**config.mk**
```make
export PLATFORM = sky130hd
export DESIGN_NAME = video_timing_ctrl
export DESIGN_NICKNAME = d
export VERILOG_FILES = /design/src/rtl/video_timing_pkg.sv /design/src/rtl/sync_delay_line.sv /design/src/rtl/video_timing_ctrl.sv
export SDC_FILE = /design/constraint.sdc
export NUM_CORES = 1
export LEC_CHECK = 0
export BUFFER_PORTS_ARGS = -buffer_cell sky130_fd_sc_hd__buf_2
export CORE_ASPECT_RATIO = 0.9
export CORE_MARGIN = 2
export CORE_UTILIZATION = 55
export DETAILED_ROUTE_END_ITERATION = 10
export PLACE_DENSITY = 0.85
export RECOVER_POWER = 25
export SYNTH_ARGS = -nofsm -noshare
export SYNTH_HDL_FRONTEND = slang
export SYNTH_SLANG_ARGS = --single-unit
```
**constraint.sdc**
```tcl
create_clock -name pix_clk -period 3.55 [get_ports pix_clk]
set_input_delay 0 -clock pix_clk [delete_from_list [all_inputs] [get_ports pix_clk]]
set_output_delay 0 -clock pix_clk [all_outputs]
set_load 0.02 [all_outputs]
```
**src/rtl/video_timing_pkg.sv**
```systemverilog
// Shared timing constants and FSM state type for the 640x480@60 raster generator.
package video_timing_pkg;

    localparam int unsigned DEF_H_ACTIVE = 640;
    localparam int unsigned DEF_H_FP     = 16;
    localparam int unsigned DEF_H_SYNC   = 96;
    localparam int unsigned DEF_H_BP     = 48;
    localparam int unsigned DEF_H_TOTAL  = DEF_H_ACTIVE + DEF_H_FP + DEF_H_SYNC + DEF_H_BP;

    localparam int unsigned DEF_V_ACTIVE = 480;
    localparam int unsigned DEF_V_FP     = 10;
    localparam int unsigned DEF_V_SYNC   = 2;
    localparam int unsigned DEF_V_BP     = 33;
    localparam int unsigned DEF_V_TOTAL  = DEF_V_ACTIVE + DEF_V_FP + DEF_V_SYNC + DEF_V_BP;

    localparam int unsigned CNT_W = 10;

    typedef enum logic [1:0] {
        VT_IDLE,
        VT_WARMUP,
        VT_RUN,
        VT_STOPPING
    } vt_state_t;

endpackage

```
**src/rtl/sync_delay_line.sv**
```systemverilog
// DEPTH-stage shift register for {hsync, vsync, de}; reset loads every stage with rst_val_i.
module sync_delay_line #(
    parameter int unsigned DEPTH = 2
) (
    input  logic       clk_i,
    input  logic       rst_i,
    input  logic [2:0] rst_val_i,
    input  logic [2:0] d_i,
    output logic [2:0] q_o
);

    if (DEPTH == 0) begin : g_bypass
        logic unused;
        assign unused = ^{clk_i, rst_i, rst_val_i};
        assign q_o    = d_i;
    end else begin : g_shift
        logic [2:0] stage_q [DEPTH];

        always_ff @(posedge clk_i or posedge rst_i) begin
            if (rst_i) begin
                for (int i = 0; i < DEPTH; i++) begin
                    stage_q[i] <= rst_val_i;
                end
            end else begin
                stage_q[0] <= d_i;
                for (int i = 1; i < DEPTH; i++) begin
                    stage_q[i] <= stage_q[i-1];
                end
            end
        end

        assign q_o = stage_q[DEPTH-1];
    end

endmodule

```
**src/rtl/video_timing_ctrl.sv**
```systemverilog
// Raster timing generator: issues pixel coordinates to the renderer and re-aligns
// hsync/vsync/vde with the renderer's RGB after LATENCY cycles.
module video_timing_ctrl
    import video_timing_pkg::*;
#(
    parameter int unsigned H_ACTIVE = DEF_H_ACTIVE,
    parameter int unsigned H_FP     = DEF_H_FP,
    parameter int unsigned H_SYNC   = DEF_H_SYNC,
    parameter int unsigned H_BP     = DEF_H_BP,
    parameter int unsigned V_ACTIVE = DEF_V_ACTIVE,
    parameter int unsigned V_FP     = DEF_V_FP,
    parameter int unsigned V_SYNC   = DEF_V_SYNC,
    parameter int unsigned V_BP     = DEF_V_BP,
    parameter bit          SYNC_POL = 1'b0,
    parameter int unsigned LATENCY  = 2
) (
    input  logic             pix_clk,
    input  logic             rst,
    input  logic             en,
    input  logic [7:0]       red_in,
    input  logic [7:0]       green_in,
    input  logic [7:0]       blue_in,
    output logic [CNT_W-1:0] draw_x,
    output logic [CNT_W-1:0] draw_y,
    output logic             pix_req,
    output logic             frame_start,
    output logic             vblank,
    output logic             running,
    output logic [7:0]       red,
    output logic [7:0]       green,
    output logic [7:0]       blue,
    output logic             hsync,
    output logic             vsync,
    output logic             vde
);

    localparam int unsigned H_TOTAL = H_ACTIVE + H_FP + H_SYNC + H_BP;
    localparam int unsigned V_TOTAL = V_ACTIVE + V_FP + V_SYNC + V_BP;

    localparam logic [CNT_W-1:0] H_LAST   = CNT_W'(H_TOTAL - 1);
    localparam logic [CNT_W-1:0] V_LAST   = CNT_W'(V_TOTAL - 1);
    localparam logic [CNT_W-1:0] H_ACT    = CNT_W'(H_ACTIVE);
    localparam logic [CNT_W-1:0] V_ACT    = CNT_W'(V_ACTIVE);
    localparam logic [CNT_W-1:0] HS_FIRST = CNT_W'(H_ACTIVE + H_FP);
    localparam logic [CNT_W-1:0] HS_LAST  = CNT_W'(H_ACTIVE + H_FP + H_SYNC - 1);
    localparam logic [CNT_W-1:0] VS_FIRST = CNT_W'(V_ACTIVE + V_FP);
    localparam logic [CNT_W-1:0] VS_LAST  = CNT_W'(V_ACTIVE + V_FP + V_SYNC - 1);
    localparam logic [2:0]       WARM_LAST = 3'(LATENCY);

    vt_state_t        state_q, state_d;
    logic [CNT_W-1:0] h_q, h_d, v_q, v_d;
    logic [2:0]       warm_q, warm_d;
    logic             run_state, last_px;
    logic             hs_raw, vs_raw, de_raw;
    logic [2:0]       sync_dly;

    logic       hsync_q, vsync_q, vde_q;
    logic [7:0] red_q, green_q, blue_q;

    assign run_state = (state_q == VT_RUN) || (state_q == VT_STOPPING);
    assign last_px   = (h_q == H_LAST) && (v_q == V_LAST);

    always_comb begin
        state_d = state_q;
        h_d     = h_q;
        v_d     = v_q;
        warm_d  = warm_q;
        unique case (state_q)
            VT_IDLE: begin
                h_d    = '0;
                v_d    = '0;
                warm_d = '0;
                if (en) state_d = VT_WARMUP;
            end
            // Holds off RUN until the delay line is primed; en is not looked at here.
            VT_WARMUP: begin
                if (warm_q == WARM_LAST) state_d = VT_RUN;
                else                     warm_d  = warm_q + 3'd1;
            end
            VT_RUN: begin
                if (!en) state_d = VT_STOPPING;
            end
            VT_STOPPING: begin
                if (en)           state_d = VT_RUN;
                else if (last_px) state_d = VT_IDLE;
            end
            default: state_d = VT_IDLE;
        endcase

        if (run_state) begin
            if (h_q == H_LAST) begin
                h_d = '0;
                v_d = (v_q == V_LAST) ? '0 : v_q + 1'b1;
            end else begin
                h_d = h_q + 1'b1;
            end
        end
    end

    always_ff @(posedge pix_clk or posedge rst) begin
        if (rst) begin
            state_q <= VT_IDLE;
            h_q     <= '0;
            v_q     <= '0;
            warm_q  <= '0;
        end else begin
            state_q <= state_d;
            h_q     <= h_d;
            v_q     <= v_d;
            warm_q  <= warm_d;
        end
    end

    assign de_raw = run_state && (h_q < H_ACT) && (v_q < V_ACT);
    assign hs_raw = (run_state && (h_q >= HS_FIRST) && (h_q <= HS_LAST)) ? SYNC_POL : ~SYNC_POL;
    assign vs_raw = (run_state && (v_q >= VS_FIRST) && (v_q <= VS_LAST)) ? SYNC_POL : ~SYNC_POL;

    sync_delay_line #(
        .DEPTH (LATENCY)
    ) u_sync_delay_line (
        .clk_i     (pix_clk),
        .rst_i     (rst),
        .rst_val_i ({~SYNC_POL, ~SYNC_POL, 1'b0}),
        .d_i       ({hs_raw, vs_raw, de_raw}),
        .q_o       (sync_dly)
    );

    // Final stage lines up the delayed sync/de with the renderer's RGB for the same pixel.
    always_ff @(posedge pix_clk or posedge rst) begin
        if (rst) begin
            hsync_q <= ~SYNC_POL;
            vsync_q <= ~SYNC_POL;
            vde_q   <= 1'b0;
            red_q   <= '0;
            green_q <= '0;
            blue_q  <= '0;
        end else begin
            hsync_q <= sync_dly[2];
            vsync_q <= sync_dly[1];
            vde_q   <= sync_dly[0];
            red_q   <= sync_dly[0] ? red_in   : '0;
            green_q <= sync_dly[0] ? green_in : '0;
            blue_q  <= sync_dly[0] ? blue_in  : '0;
        end
    end

    assign draw_x      = h_q;
    assign draw_y      = v_q;
    assign pix_req     = de_raw;
    assign running     = run_state;
    assign frame_start = (state_q == VT_RUN) && (h_q == '0) && (v_q == '0);
    assign vblank      = (state_q == VT_RUN) && (h_q == '0) && (v_q == V_ACT);

    assign hsync = hsync_q;
    assign vsync = vsync_q;
    assign vde   = vde_q;
    assign red   = red_q;
    assign green = green_q;
    assign blue  = blue_q;

endmodule

```
Yosys cells after proc, flatten, opt, wreduce, memory -nomap -nowiden --
Cells that the tools add are included.
Word-level totals: word-level logic and storage cells 71, output and inout port bits 51, register bits 58
Cells by class: reductions and logical operators 18, add/sub/neg operators 3, mux-type cells 20, equal/unequal tests 12, order comparisons 6
Operator list (number):
- $mux 10 | 7
- $mux 8 | 3
- $add 10x1->10 const B | 2
- $eq 10x10->1 const B | 2
- $logic_not 10->1 | 2
- $eq 10x9->1 const B | 1
- $ge 10x10->1 const B | 1
- $ge 10x9->1 const B | 1
- $le 10x10->1 const B | 1
- $le 10x9->1 const B | 1
- $logic_and 1x1->1 | 10
- $lt 10x10->1 const B | 1
- $lt 10x9->1 const B | 1
- $mux 2 | 5
- $ne 2x2->1 const B | 4
- $pmux 2 s4 | 1
- $pmux 3 s2 | 1
- $eq 2x2->1 const B | 2
- $reduce_and 4->1 | 1
- $reduce_bool 2->1 | 2
- $add 3x1->3 const B | 1
- $eq 3x2->1 const B | 1
- $mux 3 | 1
- $ne 3x3->1 const B | 1
- other kinds (5) | 6

Logic depth before layout (Yosys ltp) --
word-level depth 5, mapped depth 7

Worst setup path after synthesis --
No wires, ideal clock.
kind register to register, from register h_q[0] (netlist: draw_x[0]), to register v_q[3] (netlist: draw_y[3]), data arrival time 1.968 ns, path buffers 1, setup time 0.124 ns, slack 1.458 ns, required time 3.426 ns, stages on the path, launching flop included 7, cells stage by stage dfrtp_1 ha_1 nand4_2 or4_1 buf_2 and2_2 a211o_1
Between the ends: longest elaborated chain between the ends 3
Ends and longest elaborated chain:
- from (decl) | RTL line video_timing_ctrl.sv:51 | logic [CNT_W-1:0] h_q, h_d, v_q, v_d;
- from (signal assigned) | RTL line video_timing_ctrl.sv:103 | h_q <= '0;
- from (signal assigned) | RTL line video_timing_ctrl.sv:108 | h_q <= h_d;
- $eq 10x10->1 | RTL line video_timing_ctrl.sv:91 | if (h_q == H_LAST) begin
- $mux 10 | RTL line video_timing_ctrl.sv:91
- $mux 10 | RTL line video_timing_ctrl.sv:90 | if (run_state) begin
- named net v_d[3] | RTL line video_timing_ctrl.sv:51
- to (signal assigned) | RTL line video_timing_ctrl.sv:109 | v_q <= v_d;
- to (decl) | RTL line video_timing_ctrl.sv:51
The timed path passes the listed nets, and every way through them passes these cells. A chain may end at the register's enable or synchronous reset.

Worst setup path in the final report --
from register h_q[0] (netlist: draw_x[0]), to register v_q[8] (netlist: draw_y[8])
The elaborated chain is that of the path after synthesis.

==> results.md <==
- Vias in the first global route: 2078
- Post-synth net total: around 270
- CP max stage delay: about 0.76 ns
- FF-to-FF path depth: 5
- Distinct cells, synth: 52
- CP delay by family, top: simple AND/OR/NAND/NOR gates
- EDFF count, synth: 0
- Fin. Hold Viols: 0
- Place WS: around 1.3 ns
- Height of the die: 69.17 um
- Syn-to-layout area delta: 32.55%
- RR Endpoint: draw_y[8]
- WP data required: about 3.8 ns
- Total core area: around 4500 um^2
- Total grt overflow: 0
- Register area share after synthesis: 0.5622
- Fin Setup TNS: 0 ns
- Ant diodes: 0
- Die width: between 70 and 80 um
- Share of cells above drive strength 1: 0.2442
- Syn Area/Cell: 10.90 um^2
- First-pass DRT Iterations: 4
- Slowest cell on crit path: or4_1
- Wire per inst: between 15 and 20 um
- RSZ-0062 raised after global routing: false
- Worst reg-to-reg setup slack: between 1 and 1.5 ns
- Drt first-iter violations: about 130
- Reg-to-reg startpoint: draw_x[0]
- Final min period: ~2.3 ns
- CP max FO: 15
- Clk_skew: around 0.0076 ns
- Syn Std Cell Area: 2595 um^2
- Clk sinks: 58
- CTS tree: done
- PnR worst setup slack: around 1.2 ns
- Initial Utilization: 0.5780
- Power Density: approximately 420 nW/um^2
- Relative slew margins: 0.08810
- HP Class: flop to flop
- VDD IR max: about 0.31 mV
- DR vias/cell: 5.431
- Leak Pwr: around 1.5 nW
- Crit end category: flop
- Synth Warn #: 0
- WHS Endpoint: u_sync_delay_line.q_o[0]
- Fin crit share: 0.6602
- Post-DRT Antenna Nets: 0
- NumNets Final: roughly 370
- PostCTS Resize Cnt: 0
- Post-DP HPWL: ~3.8 mm
- First-pass GRT wire length: approximately 10 mm
- Clock Tree Buf Depth: 2
- Total GRT Usage: 0.2563
- Ys async rst share: 1.000
- I/O Buffers: between 70 and 80
- H-tree depth: 3
- Placer Congestion: between 0.8 and 0.9
- IO Count: ~80
- Final WL: 6.294 mm
- Least-Margin Pin Slew: about 1.4 ns
- Max-cap violation count: 0
- # DRC: 0
- Setup Buffers After CTS: 0
- Fillers: between 300 and 400
- Post-Synthesis Cells: 238
- Power Total: between 1 and 1.5 mW
- Reg clk slew, reported paths: around 0.070 ns
- Row count: 23
- Final slew viol count: 0
- Final Core Density: 0.7662
- Worst-Skew Late Latency: between 0.3 and 0.4 ns
- CTS Buf Count: 9
- Crit path arrival time: roughly 2.6 ns
- Crit path from: draw_x[0]
- Synthesized flop and latch total: 58
- F_max: between 400 and 500 MHz
- Initial antenna violation count: 0
- Ys flop type: dfrtp_1
- Worst-path cell chain: ha_1 > nand4_2 > or4_1 > nor4b_1 > o22a_1
- HP Start: u_sync_delay_line.g_shift.stage_q[3]
- Root Buffer: clkbuf_8
- Outcome: completed
- Hold Path Depth: 0
- Vias: 2205
- Startpoint types: flop
- Largest net degree at the start of global routing: around 60
- Die area: approximately 5300 um^2
- Endpoints failing setup: 0
- Class of the most critical setup path: flop to flop
- Post-CTS Hold Fix Bufs: 26
- Crit path buf inv count: 0
## registers in the layout, summed over array words and instances (netlist names)
register                           flops
draw_x                                10
draw_y                                10
blue                                   8
green                                  8
red                                    8
u_sync_delay_line.g_shift.stage_q      3
u_sync_delay_line.q_o                  3
warm_q                                 3
state_q                                2
hsync                                  1
vde                                    1
vsync                                  1
## report_power, final
part,switching [mW],internal (mW)
registers,0.00565,0.675
logic,0.0495,0.0422
clock network,0.277,0.400
## worst register-to-register path, stage by stage, from the launching register on
cell and delay (ns):
dfrtp_1 0.43, ha_1 0.26, nand4_2 0.17, or4_1 0.76, nor4b_1 0.47, o22a_1 0.20
## how the worst max path moves through the flow
stage | end | slack (ns) | cells after the start
global placement | draw_y[3] | 1.33 | 5
global route | draw_y[8] | 1.07 | 5
finish | draw_y[8] | 1.21 | 5
floorplan | draw_y[3] | 1.46 | 6
detailed placement | draw_y[3] | 1.26 | 5
CTS | draw_y[3] | 1.25 | 5
## metrics by stage
| step | instances | cell area, um^2 | hold WS, ns |
|---|---|---|---|
| 2_1_floorplan | 238 | 2595 | 0.1342 |
| 3_3_place_gp | 364 | 2989 | 0.2121 |
| 3_5_place_dp | 364 | 2989 | 0.2169 |
| 4_1_cts | 406 | 3476 | 0.3484 |
| 5_1_grt | 406 | 3440 | 0.3542 |
| 6_report | 406 | 3440 | 0.3496 |
## kinds of logic (layout without fill, tap and decap cells)
family	count (synthesis)	after routing	share of synthesized area
compound gates	45	45	0.1186
fa+ha+maj	6	6	0.02893
buf+inv	25	131	0.04532
flops	58	58	0.5622
mux	1	1	0.004339
simple gates	103	103	0.2406
## Yosys cell counts (2+ instances only)
cell type,n,area (um^2)
a211oi_1,2,15.01
a21o_1,2,15.01
a21oi_1,4,20.02
a31oi_1,5,31.28
a41oi_1,3,26.28
and2_1,24,150.1
and3_1,5,31.28
buf_4,4,30.03
clkbuf_1,7,26.28
dfrtp_1,52,1301
dfstp_2,6,157.7
ha_1,6,75.07
inv_1,10,37.54
nand2_1,20,75.07
nand3_1,10,50.05
nand4_1,5,31.28
nor2_1,6,22.52
nor3_1,8,40.04
nor3b_1,2,15.01
nor4_1,3,18.77
nor4b_1,2,17.52
o21a_1,2,15.01
o21ai_0,12,60.06
o22a_1,2,17.52
o311ai_0,2,17.52
o31ai_1,3,22.52
or3_1,4,25.02
or4_1,3,22.52
## routing by layer
layer,GRT usage,up-vias,share of wire
met3,0.08508,6,0.073
li1,-,1056,-
met2,0.4218,106,0.49
met1,0.3286,1037,0.42
met4,0.06667,0,0.010
met5,0,-,0
## placed cells by master (no fill, tap or decap), types with 2 or more instances in the layout
| cell type | instances |
|---|---|
| dfrtp_1 | 52 |
| buf_2 | 50 |
| clkbuf_1 | 27 |
| dlygate4sd3_1 | 26 |
| and2_1 | 24 |
| nand2_1 | 20 |
| o21ai_0 | 12 |
| inv_1 | 10 |
| nand3_1 | 10 |
| clkbuf_8 | 9 |
| nor3_1 | 8 |
| nor2_1 | 6 |
| ha_1 | 6 |
| dfstp_2 | 6 |
| a31oi_1 | 5 |
| nand4_1 | 5 |
| and3_1 | 5 |
| or3_1 | 4 |
| a21oi_1 | 4 |
| o31ai_1 | 3 |
| or4_1 | 3 |
| nor4_1 | 3 |
| a41oi_1 | 3 |
| clkinv_4 | 3 |
| nor4b_1 | 2 |
| o22a_1 | 2 |
| a211oi_1 | 2 |
| a21o_1 | 2 |
| nor3b_1 | 2 |
| o311ai_0 | 2 |
| o21a_1 | 2 |
| bufinv_16 | 2 |
## layout make-up
class | count | area [um^2] | area share
multi-input cells | 155 | 1018 | 0.2961
repair buffers | 104 | 616.8 | 0.1793
inverters | 11 | 41.29 | 0.01200
clock buffers | 9 | 123.9 | 0.03601
well taps | 62 | 77.57 | 0.02255
flip-flops and latches | 58 | 1459 | 0.4242
clock inverters | 7 | 102.6 | 0.02983
Power figures use the tool's default switching activity.
